[src/rtl/wisc_pkg.sv]
// Shared definitions for the WISC pipeline front end: widths, opcodes,
// fetch FSM encoding and the skid-buffer entry layout.
package wisc_pkg;

    localparam int                 INST_W   = 16;
    localparam logic [3:0]         OPC_HLT  = 4'hF;
    localparam logic [INST_W-1:0]  PC_INC   = 16'd2;
    localparam logic [INST_W-1:0]  NOP_INST = 16'h0000;

    typedef logic [1:0] fetch_state_t;
    localparam fetch_state_t FETCH = 2'd0;
    localparam fetch_state_t FULL  = 2'd1;
    localparam fetch_state_t HALT  = 2'd2;

    typedef struct packed {
        logic [INST_W-1:0] inst;
        logic [INST_W-1:0] pc_next;
    } skid_entry_t;

    function automatic logic is_opcode(input logic [INST_W-1:0] inst,
                                       input logic [3:0]        opc);
        return (inst[INST_W-1 -: 4] == opc);
    endfunction

endpackage

[src/rtl/fetch_skid_buf.sv]
// One-entry holding buffer for an instruction response that arrived while
// decode was stalled; clear takes priority over load.
module fetch_skid_buf
    import wisc_pkg::*;
(
    input  logic        clk,
    input  logic        rst_n,
    input  logic        load,
    input  logic        clear,
    input  skid_entry_t wr_entry,
    output logic        full,
    output skid_entry_t rd_entry
);

    logic        full_r;
    skid_entry_t entry_r;

    // Entry storage and occupancy flag.
    always_ff @(posedge clk or negedge rst_n) begin
        if (!rst_n) begin
            full_r  <= 1'b0;
            entry_r <= '{inst: NOP_INST, pc_next: 16'h0000};
        end else if (clear) begin
            full_r  <= 1'b0;
        end else if (load) begin
            full_r  <= 1'b1;
            entry_r <= wr_entry;
        end
    end

    assign full     = full_r;
    assign rd_entry = entry_r;

endmodule

[src/rtl/fetch_stage.sv]
// Instruction fetch stage: owns the PC, talks to instruction memory over a
// req/ready handshake and feeds the IF/ID register.
module fetch_stage
    import wisc_pkg::*;
#(
    parameter logic [INST_W-1:0] RESET_PC   = 16'h0000,
    parameter logic [3:0]        HLT_OPCODE = OPC_HLT,
    parameter logic [INST_W-1:0] PC_INC     = wisc_pkg::PC_INC
) (
    input  logic              clk,
    input  logic              rst_n,
    input  logic              stall,
    input  logic              branch_taken,
    input  logic [INST_W-1:0] branch_target,
    output logic              imem_req,
    output logic [INST_W-1:0] imem_addr,
    input  logic              imem_ready,
    input  logic [INST_W-1:0] imem_data,
    output logic [INST_W-1:0] if_id_inst,
    output logic [INST_W-1:0] if_id_pc_next,
    output logic              if_id_valid,
    output logic              halted
);

    fetch_state_t      state_r;
    logic [INST_W-1:0] pc_r;
    logic              imem_req_r;
    logic [INST_W-1:0] imem_addr_r;
    logic [INST_W-1:0] if_id_inst_r;
    logic [INST_W-1:0] if_id_pc_next_r;
    logic              if_id_valid_r;
    logic              halted_r;
    logic              drop_r;

    fetch_state_t      nxt_state_s;
    logic [INST_W-1:0] nxt_pc_s;
    logic              nxt_req_s;
    logic [INST_W-1:0] nxt_addr_s;
    logic [INST_W-1:0] nxt_inst_s;
    logic [INST_W-1:0] nxt_pcn_s;
    logic              nxt_valid_s;
    logic              nxt_halted_s;
    logic              nxt_drop_s;

    logic              complete_s;
    logic              redirect_s;
    logic [INST_W-1:0] addr_inc_s;
    logic              resp_hlt_s;
    logic              skid_hlt_s;
    logic              skid_load_s;
    logic              skid_clear_s;
    logic              skid_full_s;
    skid_entry_t       skid_wr_s;
    skid_entry_t       skid_rd_s;

    assign complete_s = imem_req_r & imem_ready;
    assign redirect_s = branch_taken & if_id_valid_r & ~stall;
    // 16-bit add: 16'hFFFE wraps to 16'h0000 by design.
    assign addr_inc_s = imem_addr_r + PC_INC;
    assign resp_hlt_s = is_opcode(imem_data, HLT_OPCODE);
    assign skid_hlt_s = is_opcode(skid_rd_s.inst, HLT_OPCODE);
    assign skid_wr_s  = '{inst: imem_data, pc_next: addr_inc_s};

    fetch_skid_buf u_skid (
        .clk      (clk),
        .rst_n    (rst_n),
        .load     (skid_load_s),
        .clear    (skid_clear_s),
        .wr_entry (skid_wr_s),
        .full     (skid_full_s),
        .rd_entry (skid_rd_s)
    );

    // Next-state logic; priority is redirect, then stall, then HLT, then advance.
    always_comb begin
        nxt_state_s  = state_r;
        nxt_pc_s     = pc_r;
        nxt_req_s    = imem_req_r;
        nxt_addr_s   = imem_addr_r;
        nxt_inst_s   = if_id_inst_r;
        nxt_pcn_s    = if_id_pc_next_r;
        nxt_valid_s  = if_id_valid_r;
        nxt_halted_s = halted_r;
        nxt_drop_s   = drop_r;
        skid_load_s  = 1'b0;
        skid_clear_s = 1'b0;

        if (redirect_s) begin
            nxt_state_s  = FETCH;
            nxt_halted_s = 1'b0;
            nxt_valid_s  = 1'b0;
            nxt_pc_s     = branch_target;
            skid_clear_s = 1'b1;
            // An in-flight request cannot be withdrawn, so mark its data for discard.
            if (imem_req_r && !imem_ready) begin
                nxt_drop_s = 1'b1;
            end else begin
                nxt_drop_s = 1'b0;
                nxt_req_s  = 1'b1;
                nxt_addr_s = branch_target;
            end
        end else begin
            case (state_r)
                FETCH: begin
                    if (complete_s && drop_r) begin
                        nxt_drop_s  = 1'b0;
                        nxt_req_s   = 1'b1;
                        nxt_addr_s  = pc_r;
                        nxt_valid_s = if_id_valid_r & stall;
                    end else if (complete_s && stall) begin
                        skid_load_s = 1'b1;
                        nxt_state_s = FULL;
                        nxt_req_s   = 1'b0;
                        nxt_pc_s    = addr_inc_s;
                        nxt_addr_s  = addr_inc_s;
                    end else if (complete_s) begin
                        nxt_inst_s  = imem_data;
                        nxt_pcn_s   = addr_inc_s;
                        nxt_valid_s = 1'b1;
                        nxt_pc_s    = addr_inc_s;
                        nxt_addr_s  = addr_inc_s;
                        if (resp_hlt_s) begin
                            nxt_state_s  = HALT;
                            nxt_halted_s = 1'b1;
                            nxt_req_s    = 1'b0;
                        end else begin
                            nxt_req_s    = 1'b1;
                        end
                    end else begin
                        nxt_valid_s = if_id_valid_r & stall;
                        if (!imem_req_r) begin
                            nxt_req_s  = 1'b1;
                            nxt_addr_s = pc_r;
                        end else begin
                            nxt_req_s  = 1'b1;
                        end
                    end
                end
                FULL: begin
                    if (!skid_full_s) begin
                        nxt_state_s = FETCH;
                        nxt_req_s   = 1'b1;
                        nxt_addr_s  = pc_r;
                    end else if (!stall) begin
                        skid_clear_s = 1'b1;
                        nxt_inst_s   = skid_rd_s.inst;
                        nxt_pcn_s    = skid_rd_s.pc_next;
                        nxt_valid_s  = 1'b1;
                        if (skid_hlt_s) begin
                            nxt_state_s  = HALT;
                            nxt_halted_s = 1'b1;
                            nxt_req_s    = 1'b0;
                        end else begin
                            nxt_state_s  = FETCH;
                            nxt_req_s    = 1'b1;
                            nxt_addr_s   = pc_r;
                        end
                    end else begin
                        nxt_req_s = 1'b0;
                    end
                end
                HALT: begin
                    nxt_req_s    = 1'b0;
                    nxt_halted_s = 1'b1;
                    nxt_valid_s  = if_id_valid_r & stall;
                end
                default: begin
                    nxt_state_s  = FETCH;
                    nxt_req_s    = 1'b0;
                    nxt_valid_s  = 1'b0;
                    skid_clear_s = 1'b1;
                end
            endcase
        end
    end

    // State, PC, memory request and IF/ID registers.
    always_ff @(posedge clk or negedge rst_n) begin
        if (!rst_n) begin
            state_r         <= FETCH;
            pc_r            <= RESET_PC;
            imem_req_r      <= 1'b0;
            imem_addr_r     <= RESET_PC;
            if_id_inst_r    <= NOP_INST;
            if_id_pc_next_r <= 16'h0000;
            if_id_valid_r   <= 1'b0;
            halted_r        <= 1'b0;
            drop_r          <= 1'b0;
        end else begin
            state_r         <= nxt_state_s;
            pc_r            <= nxt_pc_s;
            imem_req_r      <= nxt_req_s;
            imem_addr_r     <= nxt_addr_s;
            if_id_inst_r    <= nxt_inst_s;
            if_id_pc_next_r <= nxt_pcn_s;
            if_id_valid_r   <= nxt_valid_s;
            halted_r        <= nxt_halted_s;
            drop_r          <= nxt_drop_s;
        end
    end

    assign imem_req      = imem_req_r;
    assign imem_addr     = imem_addr_r;
    assign if_id_inst    = if_id_inst_r;
    assign if_id_pc_next = if_id_pc_next_r;
    assign if_id_valid   = if_id_valid_r;
    assign halted        = halted_r;

endmodule

[config.mk]
export PLATFORM = sky130hd
export DESIGN_NAME = fetch_stage
export DESIGN_NICKNAME = d
export VERILOG_FILES = /design/src/rtl/wisc_pkg.sv /design/src/rtl/fetch_skid_buf.sv /design/src/rtl/fetch_stage.sv
export SDC_FILE = /design/constraint.sdc
export NUM_CORES = 1
export LEC_CHECK = 0
export BUFFER_PORTS_ARGS = -buffer_cell sky130_fd_sc_hd__buf_2
export CELL_PAD_IN_SITES_DETAIL_PLACEMENT = 0
export CELL_PAD_IN_SITES_GLOBAL_PLACEMENT = 1
export CORE_MARGIN = 2
export CORE_UTILIZATION = 46
export CTS_CLUSTER_DIAMETER = 120
export CTS_CLUSTER_SIZE = 25
export DETAILED_ROUTE_END_ITERATION = 7
export PLACE_DENSITY_LB_ADDON = 0.1
export SYNTH_ARGS = -nofsm -noshare
export SYNTH_HDL_FRONTEND = slang
export SYNTH_SLANG_ARGS = --single-unit
[constraint.sdc]
create_clock -name clk -period 5.5 [get_ports clk]
set_input_delay 0.55 -clock clk [delete_from_list [all_inputs] [get_ports clk]]
set_output_delay 0.55 -clock clk [all_outputs]
set_load 0.005 [all_outputs]
==> results of run 1 <==
==> placed cells by master, fill, tap and decap left out, drive strengths merged, types with 3 or more instances in the layout <==
cell,n
a21o,3
a21oi,24
a31oi,8
buf,92
clkbuf,10
dfrtp,103
inv,6
mux2,23
mux2i,29
nand2,91
nand3,8
nand4,4
nor2,39
nor2b,5
nor3,6
o211ai,4
o21ai,69
o22a,8
xnor2,7
xor2,10
==> cell usage after synthesis (all sizes together) (2+ instances only) <==
cell type / n
and3b: 2
a21oi: 24
xor2: 10
dfrtp: 103
mux2i: 29
nand3b: 2
mux2: 23
o21ai: 69
and2: 2
nor3: 6
nand2: 91
o31ai: 2
or3b: 2
xnor2: 7
inv: 2
a2bb2oi: 2
o211ai: 4
nand2b: 2
o21a: 2
nand3: 8
o221ai: 2
nor2b: 5
a211oi: 2
nand4: 4
buf: 20
clkbuf: 13
a22o: 2
a31oi: 8
o22a: 8
a21o: 3
nor2: 39
==> metrics by stage <==
stage / power (mW) / area (um^2) / std cells / hold slack [ns]
CTS: 3.220 / 5693 / 725 / 0.2252
detailed placement: 2.758 / 5505 / 709 / 0.4652
floorplan: 2.300 / 5016 / 510 / 0.2544
global placement: 2.705 / 5505 / 709 / 0.4555
finish: 3.194 / 5693 / 725 / 0.2025
global route: 3.478 / 5693 / 725 / 0.2350
==> power breakdown <==
| group | internal [mW] | switching (mW) |
|---|---|---|
| registers | 1.12 | 0.286 |
| clock network | 0.178 | 0.286 |
| logic | 0.603 | 0.717 |
| total | 1.90 | 1.29 |
==> worst max-delay path by stage <==
| stage | start | endpoint | slack (ns) | depth (start not counted) |
|---|---|---|---|---|
| after floorplan | imem_addr[1] | imem_addr[13] | 3.74 | 6 |
| after global placement | imem_ready | if_id_valid | 2.64 | 6 |
| after detailed placement | imem_ready | if_id_valid | 2.56 | 6 |
| after CTS | drop_r | if_id_valid | 2.74 | 5 |
| after global routing | drop_r | if_id_valid | 2.56 | 5 |
| final | drop_r | if_id_valid | 2.76 | 5 |
==> cell type report <==
cell class                      count  area (um^2)  area share [%]
Sequential cell                   103         2577           45.27
Multi-Input combinational cell    372         2270           39.87
Timing Repair Buffer               92        475.5           8.352
Tap cell                          140        175.2           3.077
Clock buffer                       10        127.6           2.242
Clock inverter                      6        60.06           1.055
Inverter                            2        7.507          0.1319
==> flip-flops by register name, summed over array words and instances (netlist names), 2 cells and up <==
register,cells
u_skid.rd_entry,32
if_id_pc_next,16
state_r,2
if_id_inst,16
imem_addr,16
pc_r,16
==> routing by layer <==
metal	vias to the layer above	wire length, um	GRT usage (%)	share of wire (%)
met5	-	0	0	0
met4	0	156	6.410	1.4
met2	122	4984	30.71	43
li1	1921	-	-	-
met3	13	646	3.436	5.6
met1	1886	5745	30.89	50
==> kinds of logic (layout without fill, tap and decap cells) <==
kind of cell	after synthesis	after routing	share of synthesized area [%]
flops	103	103	51.38
buf+inv	35	110	3.517
compound gates	135	135	16.11
fa+ha+maj	1	1	0.2494
simple gates	167	167	14.82
mux	52	52	10.95
xor+xnor	17	17	2.968
==> impl_results.md, run 1 <==
- Status: finished, final reports clean
- RSZ-0062 raised after global routing: false
- GR Util All Layers: 20.68%
- CTS Hold Bufs: 0
- Core footprint: 0.01075 mm^2
- Setup violations, final: 0
- Vias per cell: 5.437
- Die span in y: 108.4 um
- CP arrival: 3.00 ns
- Syn avg cell area: 9.835 um^2
- Syn nets: 548
- 1st-iter DRT viols: 236
- Top cells by area, synth: dfrtp_1 (51%), o21ai_0 (6.8%), nand2_1 (6.7%), mux2i_1 (5.8%), mux2_2 (4.9%)
- Total Die Area: 0.01176 mm^2
- N_diodes: 0
- Clock Path Buffers: 2
- Cts bufs inserted: 9
- Final wirelength: 11530 um
- Clock skew: 0.01359 ns
- Worst-Skew Late Latency: 0.37 ns
- Synthesized flop and latch total: 103
- Setup TNS: 0 ns
- Critical path type: flop to flop
- Antenna Nets Post-Route: 0
- Pwr dens: 561.1 mW/mm^2
- Crit start category: flop
- Final nets: 618
- Finished Core Util: 52.98%
- Pre-CTS WS: 2.565 ns
- CP top delay family: simple AND/OR/NAND/NOR gates
- Pleak: 2.620 nW
- Post-Syn Area: 0.005016 mm^2
- Max stage delay on crit path: 0.68 ns
- Filler cells: 1038
- Max-cap violations: 0
- CTS tree: built
- Reg2Reg Capture Point: if_id_valid
- Congestion Overflow GR: 0
- Routed WL per cell: 15.91 um
- FF-to-FF path depth: 5
- Area grow syn2layout: 13.49%
- Part of the Yosys area used for sequential elements: 51.38%
- Slowest-stage cell, CP: nand2_2
- Worst r2r src: drop_r
- Area fraction of the dominant cell type after synthesis: 51.38%
- Post-CTS setup buffers: 0
- DR DRC count: 0
- Row Count: 38
- Worst VDD drop: 0.2801 mV
- Post-synth EDFFs: 0
- Top FF cell, synth: dfrtp_1
- Gate Count Post-Synth: 510
- R2R setup slack: 2.76 ns
- Vias in the first global route: 3769
- Post-synth top area cell: dfrtp_1
- Max transition margin: 28.31%
- Port bufs: 87
- CP cell instances: nand3b_2 > nor3_4 > nand2_2 > o21ai_0 > mux2_2
- Post-CTS sizing: 0
- Synthesis Warnings: 0
- Final Critical Period: 2.738 ns
- CP required: 5.76 ns
- Detailed Place HPWL: 7931 um
- Die W: 108.4 um
- Max-slew violations: 0
- DR pass1 iterations: 5
- Crit. End Element: flop
- Largest net degree at the start of global routing: 66
- Post-synth cell types: 51
- Tightest Hold Check Type: input pin to async pin
- FFs w/ async S/R, synth: 100.0%
- First-pass GRT wire length: 19090 um
- CTS sink count: 103
- Initial core utilization: 46.68%
- Actual slew at the worst max-slew pin: 1.073 ns
- Buffer and inverter count on the worst path: 0
- Io pins: 88
- Final Hold Violating Endpoints: 0
- Fmax: 365.2 MHz
- # H-tree levels: 3
- Crit-path max FO: 43
- Clock-pin slew of the registers on the worst-case setup and hold paths: 0.11 ns
- Clock root buffer: clkbuf_8
- Initial antenna violation count: 0
- Routability cong.: 0.8433
- DR vias: 3942
- Crit share post-route: 49.79%
- Proportion of layout cells with a drive suffix above 1: 23.59%
- Final worst slack: 2.762 ns
Power figures use the tool's default switching activity.
==> inputs of run 2 (changes only) <==
--- a/config.mk
+++ b/config.mk
@@ -5,11 +5,12 @@
 export SDC_FILE = /design/constraint.sdc
 export NUM_CORES = 1
 export LEC_CHECK = 0
+export ABC_AREA = 1
 export BUFFER_PORTS_ARGS = -buffer_cell sky130_fd_sc_hd__buf_2
 export CELL_PAD_IN_SITES_DETAIL_PLACEMENT = 0
 export CELL_PAD_IN_SITES_GLOBAL_PLACEMENT = 1
 export CORE_MARGIN = 2
-export CORE_UTILIZATION = 46
+export CORE_UTILIZATION = 41
 export CTS_CLUSTER_DIAMETER = 120
 export CTS_CLUSTER_SIZE = 25
 export DETAILED_ROUTE_END_ITERATION = 7
==> constraint.sdc (replaced) <==
create_clock -name clk -period 2.6 [get_ports clk]
set_input_delay 0.26 -clock clk [delete_from_list [all_inputs] [get_ports clk]]
set_output_delay 0.26 -clock clk [all_outputs]
set_load 0.005 [all_outputs]
==> impl_results.md, run 2 <==
- Cts bufs inserted: 9
- # H-tree levels: 3
- Part of the Yosys area used for sequential elements: 49.18%
- Max-cap violations: 0
- Post-CTS setup buffers: 0
- Pleak: 3.275 nW
- Actual slew at the worst max-slew pin: 0.7120 ns
- Initial core utilization: 41.70%
- Final Critical Period: 2.014 ns
- CTS tree: built
- Crit. End Element: flop
- Vias per cell: 4.958
- Setup TNS: 0 ns
- DR vias: 4760
- Die W: 117.1 um
- Synthesis Warnings: 0
- Syn avg cell area: 7.434 um^2
- Final Hold Violating Endpoints: 0
- Routed WL per cell: 14.21 um
- RSZ-0062 raised after global routing: false
- Tightest Hold Check Type: input pin to flop
- Area fraction of the dominant cell type after synthesis: 49.18%
- First-pass GRT wire length: 21980 um
- Crit-path max FO: 13
- Syn nets: 743
- Clock Path Buffers: 2
- 1st-iter DRT viols: 349
- Clock root buffer: clkbuf_16
- FFs w/ async S/R, synth: 100.0%
- Setup violations, final: 0
- Max transition margin: 52.53%
- Vias in the first global route: 4306
- Post-Syn Area: 0.005241 mm^2
- Synthesized flop and latch total: 103
- Non-Filler Instances: 960
- Core footprint: 0.01257 mm^2
- Post-synth cell types: 29
- Most frequent cells in the layout: nand2_1 (271), dfrtp_1 (103), buf_2 (86)
- Count leader, synth: nand2_1
- Clock-pin slew of the registers on the worst-case setup and hold paths: 0.07 ns
- Routability cong.: 0.8660
- Crit start category: flop
- Pwr dens: 1307 mW/mm^2
- Clock skew: 0.008482 ns
- Status: finished, final reports clean
- Placed Cells: 943
- Gate Count Post-Synth: 705
- N_diodes: 0
- DR pass1 iterations: 5
- Initial antenna violation count: 0
- Antenna Nets Post-Route: 0
- Post-synth EDFFs: 0
- Final nets: 821
- Top FF cell, synth: dfrtp_1
- GR Util All Layers: 20.93%
- Most common cell after layout, fill and taps aside: nand2_1
- Post-synth top area cell: dfrtp_1
- Proportion of layout cells with a drive suffix above 1: 15.99%
- Largest net degree at the start of global routing: 52
- Post-CTS sizing: 0
- Area grow syn2layout: 17.57%
- Max-slew violations: 0
- Worst VDD drop: 0.4377 mV
- Detailed Place HPWL: 9479 um
- Total Die Area: 0.01370 mm^2
- Die span in y: 117.1 um
- Port bufs: 87
- Overall Power: 8.056 mW
- Top cells by area, synth: dfrtp_1 (49%), nand2_1 (19%), o21ai_0 (6.1%), inv_1 (4.7%), nand3_1 (3.9%)
- Final wirelength: 13650 um
- CP arrival: 2.23 ns
- Fmax: 496.6 MHz
- Critical path type: flop to flop
- Most frequent cells after synthesis: nand2_1 (271), dfrtp_1 (103), inv_1 (66)
- Congestion Overflow GR: 0
- Worst-Skew Late Latency: 0.35 ns
- WHS Path Cells: 3
- CTS sink count: 103
- DR DRC count: 0
- Crit share post-route: 77.46%
- CP required: 2.82 ns
- Row Count: 41
- Hold_ws: 0.1332 ns
- FF-to-FF path depth: 7
- Max reg flops: 32
- Io pins: 88
## run 2: layout make-up
| cell class | count | area [um^2] |
|---|---|---|
| clock inverter | 5 | 105.1 |
| clock buffer | 11 | 242.7 |
| tap | 172 | 215.2 |
| sequential | 103 | 2577 |
| multi-input combinational | 499 | 2216 |
| fill | 1270 | 6406 |
| inverter | 72 | 270.3 |
| timing repair buffer | 98 | 535.5 |
## run 2: power by group
part | internal [mW] | switching, mW
logic | 1.28 | 2.33
clock network | 0.968 | 0.608
registers | 2.39 | 0.472
## run 2: cells by family (layout without fill, tap and decap cells)
family	count (synthesis)	after routing	synth area share, %
flip-flops	103	103	49.18
AND/OR/NAND/NOR	378	378	29.34
XOR/XNOR	3	3	0.5014
adder cells (fa/ha/maj)	1	1	0.2387
AO/OA/AOI/OAI	117	117	12.15
buffers and inverters	103	186	8.594
## run 2: final timing paths
kind | startpoint | end | slack [ns]
worst max register to register | imem_req | pc_r[4] | 0.59
worst min register to register | if_id_inst[7] | if_id_inst[7] | 0.47
max in group asynchronous | rst_n | u_skid.rd_entry[18] | 1.34
worst max-delay path | imem_req | pc_r[4] | 0.59
min in group asynchronous | rst_n | u_skid.rd_entry[24] | 0.50
worst min-delay path | imem_data[8] | u_skid.rd_entry[24] | 0.13
## run 2: worst max-delay path: stages, from the launching register on
cell and delay, ns:
dfrtp_1 0.38, nand2_2 0.12, nor2_2 0.26, nand2_1 0.19, nand2_1 0.49, inv_1 0.25
nand2_1 0.11, o211ai_1 0.09
## run 2: metrics by stage
stage | area, um^2 | util, % | setup WS (ns)
floorplan | 5241 | - | 1.127
global placement | 5804 | 46.18 | 0.5649
detailed placement | 5804 | 46.18 | 0.6107
CTS | 6162 | 49.03 | 0.5994
global route | 6162 | 49.03 | 0.4456
finish | 6162 | 49.03 | 0.5862
## run 2: per-layer routing
| layer | share of wire, % | up-vias | global-route usage, % |
|---|---|---|---|
| met3 | 5.8 | 15 | 4.016 |
| met2 | 43 | 144 | 31.41 |
| met5 | 0 | - | 0 |
| met1 | 49 | 2202 | 30.51 |
| li1 | - | 2399 | - |
| met4 | 1.4 | 0 | 7.059 |
## run 2: timing repair
| action | in CTS | in global routing |
|---|---|---|
| hold buffers | 1 | 0 |
| hold endpoints to repair | 40 | 0 |
| setup endpoints to repair | 0 | 0 |
